### src/rtl/stopwatch_ctrl.sv
// Stopwatch control FSM: debounced button levels in, one-cycle count-enable/clear pulses out.
// Saturates at 9999, keeps a lap snapshot and picks live count or lap for the display.
module stopwatch_ctrl #(
   parameter int TICK_DIV = 1_000_000
) (
   input  logic        clk,
   input  logic        rst,
   input  logic        btn_ss,
   input  logic        btn_lr,
   input  logic [15:0] count_in,
   output logic        cnt_en,
   output logic        cnt_clr,
   output logic [15:0] disp,
   output logic        running,
   output logic        done,
   output logic [2:0]  state
);
   localparam int              PW        = $clog2(TICK_DIV);
   localparam logic [PW-1:0]   PRESC_MAX = PW'(TICK_DIV - 1);

   typedef enum logic [2:0] {
      S_IDLE  = 3'd0,
      S_RUN   = 3'd1,
      S_LAP   = 3'd2,
      S_PAUSE = 3'd3,
      S_DONE  = 3'd4
   } state_t;

   state_t        r_state, w_state_nxt;
   logic [PW-1:0] r_presc, w_presc_nxt;
   logic [15:0]   r_lap, w_lap_nxt;
   logic          r_ss_q, r_lr_q;
   logic          r_cnt_en, r_cnt_clr;
   logic          w_clr_nxt, w_en_nxt;
   logic          w_ss, w_lr, w_counting, w_tick, w_sat;

   // Start/stop wins a same-cycle tie, so lap/reset is masked here once.
   assign w_ss       = btn_ss & ~r_ss_q;
   assign w_lr       = btn_lr & ~r_lr_q & ~w_ss;
   assign w_counting = (r_state == S_RUN) || (r_state == S_LAP);
   assign w_tick     = w_counting && (r_presc == PRESC_MAX);
   assign w_sat      = (count_in == 16'h9999);
   assign w_en_nxt   = w_tick && !w_sat;

   always_comb begin
      w_state_nxt = r_state;
      w_lap_nxt   = r_lap;
      w_clr_nxt   = 1'b0;
      w_presc_nxt = r_presc;
      if (w_tick && w_sat) begin
         w_state_nxt = S_DONE;
      end else begin
         case (r_state)
            S_IDLE: begin
               if (w_ss)      w_state_nxt = S_RUN;
               else if (w_lr) w_clr_nxt   = 1'b1;
            end
            S_RUN: begin
               if (w_ss) begin
                  w_state_nxt = S_PAUSE;
               end else if (w_lr) begin
                  w_state_nxt = S_LAP;
                  w_lap_nxt   = count_in;
               end
            end
            S_LAP: begin
               if (w_ss)      w_state_nxt = S_PAUSE;
               else if (w_lr) w_state_nxt = S_RUN;
            end
            S_PAUSE: begin
               if (w_ss) begin
                  w_state_nxt = S_RUN;
               end else if (w_lr) begin
                  w_state_nxt = S_IDLE;
                  w_clr_nxt   = 1'b1;
               end
            end
            S_DONE: begin
               if (w_lr) begin
                  w_state_nxt = S_IDLE;
                  w_clr_nxt   = 1'b1;
               end
            end
            default: w_state_nxt = S_IDLE;
         endcase
      end
      // PAUSE keeps its phase so a resume continues mid-interval.
      if ((w_state_nxt == S_IDLE) || (w_state_nxt == S_DONE)) begin
         w_presc_nxt = '0;
      end else if (w_counting) begin
         w_presc_nxt = w_tick ? '0 : r_presc + 1'b1;
      end
   end

   always_ff @(posedge clk) begin
      if (rst) begin
         r_state   <= S_IDLE;
         r_presc   <= '0;
         r_lap     <= 16'h0000;
         r_ss_q    <= 1'b1;
         r_lr_q    <= 1'b1;
         r_cnt_en  <= 1'b0;
         r_cnt_clr <= 1'b0;
      end else begin
         r_state   <= w_state_nxt;
         r_presc   <= w_presc_nxt;
         r_lap     <= w_lap_nxt;
         r_ss_q    <= btn_ss;
         r_lr_q    <= btn_lr;
         r_cnt_en  <= w_en_nxt;
         r_cnt_clr <= w_clr_nxt;
      end
   end

   assign cnt_en  = r_cnt_en;
   assign cnt_clr = r_cnt_clr;
   assign disp    = (r_state == S_LAP) ? r_lap : count_in;
   assign running = w_counting;
   assign done    = (r_state == S_DONE);
   assign state   = r_state;

endmodule

### config.mk
export PLATFORM = sky130hd
export DESIGN_NAME = stopwatch_ctrl
export DESIGN_NICKNAME = d
export VERILOG_FILES = /design/src/rtl/stopwatch_ctrl.sv
export SDC_FILE = /design/constraint.sdc
export NUM_CORES = 1
export LEC_CHECK = 0
export BUFFER_PORTS_ARGS = -buffer_cell sky130_fd_sc_hd__buf_2
export CAP_MARGIN = 20
export CELL_PAD_IN_SITES_DETAIL_PLACEMENT = 0
export CELL_PAD_IN_SITES_GLOBAL_PLACEMENT = 1
export CORE_MARGIN = 2
export CORE_UTILIZATION = 45
export DETAILED_ROUTE_END_ITERATION = 10
export PLACE_DENSITY = 0.84
export SKIP_CTS_REPAIR_TIMING = 1
export SYNTH_ARGS = -nofsm -noshare
export SYNTH_HDL_FRONTEND = slang
export SYNTH_SLANG_ARGS = --single-unit
### constraint.sdc
create_clock -name clk -period 4.35 [get_ports clk]
set_input_delay 0.87 -clock clk [delete_from_list [all_inputs] [get_ports clk]]
set_output_delay 0.87 -clock clk [all_outputs]
set_load 0.05 [all_outputs]
Word level (Yosys, flattened, before mapping)

Cells that the tools add are included.

Bits in registers: 43
Logic and storage cells: 48

$add $sub $neg: 1
Eq/ne operators: 7
Mux-type cells: 14
Bitwise gates (word level): 7
Reduce and logical (&&, ||, !) cells: 12

Operator list:

| kind                  | number |
|---|---|
| $mux 3                | 8 |
| $add 20x1->20 const B | 1 |
| $eq 20x20->1 const B  | 1 |
| $mux 20               | 1 |
| $eq 16x16->1 const B  | 1 |
| $mux 16               | 1 |
| $pmux 3 s5            | 1 |
| $eq 3x2->1 const B    | 2 |
| $eq 3x3->1 const B    | 2 |
| $logic_not 3->1       | 2 |
| $reduce_or 2->1       | 3 |
| $not 1->1             | 4 |
| $reduce_and 4->1      | 1 |
| $and 1x1->1           | 3 |
| $eq 3x1->1 const B    | 1 |
| $logic_and 1x1->1     | 3 |
| $logic_or 1x1->1      | 2 |
| $mux 1                | 2 |
| $pmux 1 s2            | 1 |
| $logic_not 1->1       | 1 |

Depth between registers and ports, before layout

Gate-level depths: netlist of run 1.

Word-level depth: 11
Depth in mapped cells: 8
Depth with buffers taken out: 5

Worst setup path after synthesis of run 1

OpenSTA, ideal clock, no wires.

Path type: register to output
Start: reg r_state[1] (netlist: state[1])
End: out disp[10]
Arrival time: 2.262 ns
Data required time: 3.480 ns
Path slack: 1.218 ns
Cell stages (with the launch flop): 7
Path buffers: 3
Path through: dfxtp_1 -> buf_2 -> nor2b_1 -> and2_1 -> clkbuf_1 -> buf_1 -> mux2_2

Word-level cells in the longest chain between the ends: 2

Ends and longest elaborated chain:

| what                   | line | source |
|---|---|---|
| from (decl)            | 29   | `state_t r_state, w_state_nxt;` |
| from (signal assigned) | 105  | `r_state <= w_state_nxt;` |
| $eq 3x2->1             | 117  | `assign disp = (r_state == S_LAP) ? r_lap : count_in;` |
| $mux 16                | 117  |  |
| to (decl)              | 13   | `output logic [15:0] disp,` |

Every way passes these cells.

Worst setup path after layout of run 1

Start: reg r_state[1] (netlist: state[1])
End: out disp[3]

The elaborated chain is that of the path after synthesis.

==> flow_summary.toml, run 1 <==
[drt]
ant_nets = 0
vias_per_cell = 5.99
routed_wirelength_um = 6570
drt_first_iter_violations = 207
num_vias = 2481
post_drt_wl_per_cell_um = 15.9
drc = 0
first_pass_iters = 5

[global_routing]
overflow = 0
track_usage_pct = 20.8
antenna_found_initial = 0
grt_pass1_vias = 2180
grt_max_degree = 41
grt_pass1_wl_um = 10700

[layout]
antenna_cells = 0
fillerInstances = 559
fin_cells = 414
layout-drive-gt1-share_pct = 21.9
area_growth_pct = 10.9
final_common_cell = "dfxtp_1"
layout_common_cells = "dfxtp_1 (43), buf_2 (42), nand4_1 (23), nand3_1 (21)"
seq_area_um2 = 861
nets = 362
multi_input_area_um2 = 1640
fin_util_pct = 52.3

[timing]
finalHoldViolCount = 0
setup_slack_ns = 1.19
finClkSkew_ns = 0.00955
post-route-min-period_ns = 3.16
finalCritPeriodShare_pct = 72.7
maxSlewHeadroom_pct = 45.2
worst_slew_pin_slew_ns = 0.822
rsz0062_at_grt = "no"
final_max_slew_viol_count = 0
setup_viol = 0
finalSetupTns_ns = 0
fmax_mhz = 316

[job]
drv_cap = 0

[cts]
cts_buffers = 5
clock_latency_ns = 0.30
clk_pin_slew_ns = 0.08
cts.sinks = 43
cts.path.max_buffers = 2
htreeDepth = 2
cts_tree = "built"
root_buffer = "clkbuf_8"

[floorplanning]
die_area_um2 = 6470
die_x_um = 80.5
row_count = 27
num_io_pins = 43
chipHeight_um = 80.5
initial_core_util_pct = 47.2
core_um2 = 5570

[yosys]
syn_nets = 337
ys_seq_elements = 43
yosysWarnings = 0
synth_cell_type_count = 45
synthArstFlopShare_pct = 0
syn-cell-area_um2 = 2630
synth-edff-count = 0
avgSynthCellArea_um2 = 8.33
synthFlopType = "dfxtp_1"
syn_inst = 316
yosysSeqAreaShare_pct = 32.7

[setup_path]
crit_fanout = 16
critPathCaptureType = "output port"
critPathKind = "reg2out"
r2r-start = "r_presc[10]$_SDFFE_PP0P_"
timing.rr.end = "r_presc[7]$_SDFFE_PP0P_"
required_ns = 3.48
reg2reg_depth = 4
cp-start-kind = "flop"
rrSetupSlack_ns = 1.99
arrival_ns = 2.29

[pwr]
max-vdd-ir-drop_v = 0.000125
power.density_nw_per_um2 = 261
leakage_nw = 1.03

[min_path]
min_path_cells = 2
hp-start = "r_presc[1]$_SDFFE_PP0P_"
hold_end = "r_presc[1]$_SDFFE_PP0P_"
hold_class = "reg2reg"

[placement]
routabilityCongestion = 0.801
place_ws_ns = 1.49
io_buffers = 42
dp_cells = 406
dp.final_hpwl_um = 4430

[outcome]
status = "finished clean"
-- per-stage QoR --
| step | hold slack (ns) | power (W) | area [um2] |
|---|---|---|---|
| finish | 0.483 | 0.000762 | 2920 |
| global route | 0.524 | 0.000792 | 2920 |
| CTS | 0.489 | 0.000771 | 2920 |
| detailed placement | 0.476 | 0.000517 | 2830 |
| global placement | 0.467 | 0.000517 | 2830 |
| floorplan | 0.445 | 0.000488 | 2630 |
-- synth_stat cells (2+ instances only) --
library cell	number	area share, %
a2111oi_0	2	0.67
a211oi_1	9	2.6
a21oi_1	7	1.3
a22oi_1	8	2.3
and2_1	4	0.95
and3_1	3	0.71
and4_1	2	0.67
and4b_1	3	1.1
buf_1	2	0.29
buf_2	4	0.76
clkbuf_1	18	2.6
dfxtp_1	43	33
inv_1	5	0.71
mux2_2	17	7.3
nand2_1	18	2.6
nand2b_1	12	2.9
nand3_1	21	4.0
nand3b_1	8	2.3
nand4_1	23	5.5
nor2_1	6	0.86
nor2b_1	18	4.3
nor3_1	5	0.95
nor3_2	2	0.76
nor3b_1	2	0.57
nor4_1	14	3.3
nor4b_1	2	0.67
nor4bb_1	3	1.1
o21ai_0	14	2.7
o31ai_1	6	1.7
or2_2	3	0.71
or3_1	6	1.4
or4_1	7	2.0
xnor2_1	5	1.7
xor2_1	3	1.0
-- sequential cells by signal (all words and copies together) (netlist names) --
register,count
r_presc,20
r_lap,16
cnt_clr,1
cnt_en,1
r_ss_q,1
r_lr_q,1
state,3
-- final cells by class --
class	count	share of cell area [%]
Multi-Input combinational cell	242	56.1
Clock buffer	6	2.49
Timing Repair Buffer	44	7.72
Inverter	5	0.643
Clock inverter	2	0.429
Tap cell	72	3.09
Sequential cell	43	29.5
-- layer usage --
metal  wire [um]  track usage (%)  part of all wire, %
met1        3430             30.8                   52
met2        2770             30.5                   42
met3         313             4.16                  4.8
met4          66             5.76                  1.0
met5           0                0                    0
-- report_power, final --
part           total [W]  switching [W]  internal, W  leakage, nW
registers       0.000400     0.00000326     0.000397        0.347
logic           0.000108      0.0000752    0.0000324        0.645
clock network   0.000254       0.000142     0.000112       0.0412
-- kinds of logic after synthesis --
family,Yosys count,synth area share [%]
and+or+nand+nor,164,38.6
buffers and inverters,31,5.04
DFF,43,32.7
AOI/OAI and AO/OA,51,12.9
xor gates and xnor gates,8,2.66
adders and majority gates,1,0.475
muxes,18,7.66
-- critical path: stages, from the launching register on --
cell	delay, ns
dfxtp_1	0.52
nor2b_1	0.21
and2_1	0.63
mux2_2	0.42
buf_2	0.21
-- worst max path at each step --
stage | slack, ns | to | cells after the start | startpoint
2_1_floorplan | 1.22 | disp[10] | 6 | state[1]$_SDFF_PP0_
3_5_place_dp | 1.49 | disp[3] | 4 | state[1]$_SDFF_PP0_
6_report | 1.19 | disp[3] | 4 | state[1]$_SDFF_PP0_
5_1_grt | 1.06 | disp[3] | 4 | state[1]$_SDFF_PP0_
4_1_cts | 1.15 | disp[3] | 4 | state[1]$_SDFF_PP0_
3_3_place_gp | 1.49 | disp[3] | 4 | state[1]$_SDFF_PP0_
Note: power is estimated with default switching activity, not from simulation.
==> run 2, diff against run 1 <==
- CORE_UTILIZATION: 45 -> 42
- PLACE_DENSITY: 0.84 -> 0.79
- clock period: 4.35 -> 3.1 ns (I/O delays scaled with it)
==> run 2 against run 1 <==
  * Critical path depth is 1 higher
  * Combinational power up 42%
  * Via count grew 1.4%
  * Flip-flop and latch count is the same
  * Design area rose by 1.5%
  * Wire length is 2.8% higher
  * First-iteration DRC count is 13% lower
  * Worst setup slack worse by 0.70 ns
  * Clock skew is 0.0032 ns lower
==> flow_summary.toml, run 2 (same netlist as run 1, synthesis figures left out) <==
[pwr]
switching_share_pct = 28.4
p_comb_share_pct = 14.4
p_seq_share_pct = 52.7
leakage_nw = 1.06
power.density_nw_per_um2 = 360
switchingPower_w = 0.000303
max-vdd-ir-drop_v = 0.000222
p_int_w = 0.000763
clkPwrFrac_pct = 33.0

[floorplanning]
row_count = 28
die_area_um2 = 6910
chipHeight_um = 83.2
die_x_um = 83.2
num_io_pins = 43
core_um2 = 5990
initial_core_util_pct = 43.9

[drt]
first_pass_iters = 4
post_drt_wl_per_cell_um = 16.0
num_vias = 2515
vias_per_cell = 5.95
drt_first_iter_violations = 180
ant_nets = 0
drc = 0
routed_wirelength_um = 6760

[setup_path]
arrival_ns = 1.99
cp-start-kind = "flop"
critPathKind = "reg2out"
required_ns = 2.48
crit_fanout = 16
critPathCaptureType = "output port"

[placement]
place_ws_ns = 0.803
routabilityCongestion = 0.769
dp.final_hpwl_um = 4590
io_buffers = 42
place_area_um2 = 2880

[layout]
antenna_cells = 0
final_common_cell = "dfxtp_1"
nets = 368
fillerInstances = 585
area_growth_pct = 12.6
layout_common_cells = "dfxtp_1 (43), buf_2 (42), nand4_1 (23), nand3_1 (21)"
largest_register_ffs = 20
fin_area_um2 = 2960
top_register = "r_presc"
fin_util_pct = 49.5
layout-drive-gt1-share_pct = 23.0

[job]
drv_cap = 0

[timing]
setup_viol = 0
finalCritPeriodShare_pct = 84.3
finClkSkew_ns = 0.00639
fmax_mhz = 383
final_max_slew_viol_count = 0
finalSetupTns_ns = 0
maxSlewHeadroom_pct = 44.4
finalHoldViolCount = 0
rsz0062_at_grt = "no"
setup_slack_ns = 0.487
worst_slew_pin_slew_ns = 0.835
whs_ns = 0.479
post-route-min-period_ns = 2.61

[min_path]
hold_class = "reg2reg"

[global_routing]
antenna_found_initial = 0
overflow = 0
grt_pass1_wl_um = 11700
grt_pass1_vias = 2380
grt_max_degree = 41
track_usage_pct = 20.1

[cts]
cts.path.max_buffers = 2
htreeDepth = 2
cts_buffers = 5
cts_tree = "built"
clock_latency_ns = 0.29
clk_pin_slew_ns = 0.09
cts.sinks = 43
root_buffer = "clkbuf_8"

[outcome]
status = "finished clean"
-- run 2: through the flow --
step | total power, W | instances
2_1_floorplan | 0.000685 | 316
3_3_place_gp | 0.000728 | 415
3_5_place_dp | 0.000729 | 415
4_1_cts | 0.00108 | 423
5_1_grt | 0.00111 | 423
6_report | 0.00107 | 423
-- run 2: final cells by class --
| cell class | instances | area [um2] | area share (%) |
|---|---|---|---|
| multi-input combinational | 242 | 1640 | 55.3 |
| clock inverter | 1 | 5.00 | 0.169 |
| sequential | 43 | 861 | 29.1 |
| tap | 75 | 93.8 | 3.17 |
| clock buffer | 7 | 76.3 | 2.58 |
| timing repair buffer | 50 | 270 | 9.12 |
| inverter | 5 | 18.8 | 0.633 |
-- run 2: final timing paths --
path / cells past startpoint / slack [ns] / from / to
min: 2 / 0.48 / r_presc[1]$_SDFFE_PP0P_ / r_presc[1]$_SDFFE_PP0P_
max: 5 / 0.49 / state[1]$_SDFF_PP0_ / disp[3]
max reg2reg: 4 / 0.79 / state[0]$_SDFF_PP0_ / state[0]$_SDFF_PP0_
min reg2reg: 2 / 0.48 / r_presc[1]$_SDFFE_PP0P_ / r_presc[1]$_SDFFE_PP0P_
-- run 2: routing by layer --
metal | part of all wire [%] | vias to the layer above | GRT usage [%] | wire [um]
met5 | 0 | - | 0 | 0
met4 | 0.50 | 0 | 3.73 | 34
met3 | 5.2 | 2 | 3.18 | 350
met2 | 45 | 56 | 31.6 | 3020
met1 | 50 | 1195 | 29.4 | 3360
li1 | - | 1262 | - | -
-- run 2: worst max-delay path, cell delays in order, from the launching register on --
cell and delay, ns:
dfxtp_1 0.53, nor2b_1 0.22, and2_1 0.14, buf_4 0.24, mux2_2 0.37, buf_2 0.21
-- run 2: power groups by stage --
stage / Sequential (W) / Combinational [W] / Clock [W]
2_1_floorplan: 0.000576 / 0.000109 / 0
3_3_place_gp: 0.000574 / 0.000154 / 0
3_5_place_dp: 0.000574 / 0.000154 / 0
4_1_cts: 0.000561 / 0.000155 / 0.000361
5_1_grt: 0.000562 / 0.000165 / 0.000380
6_report: 0.000561 / 0.000153 / 0.000351
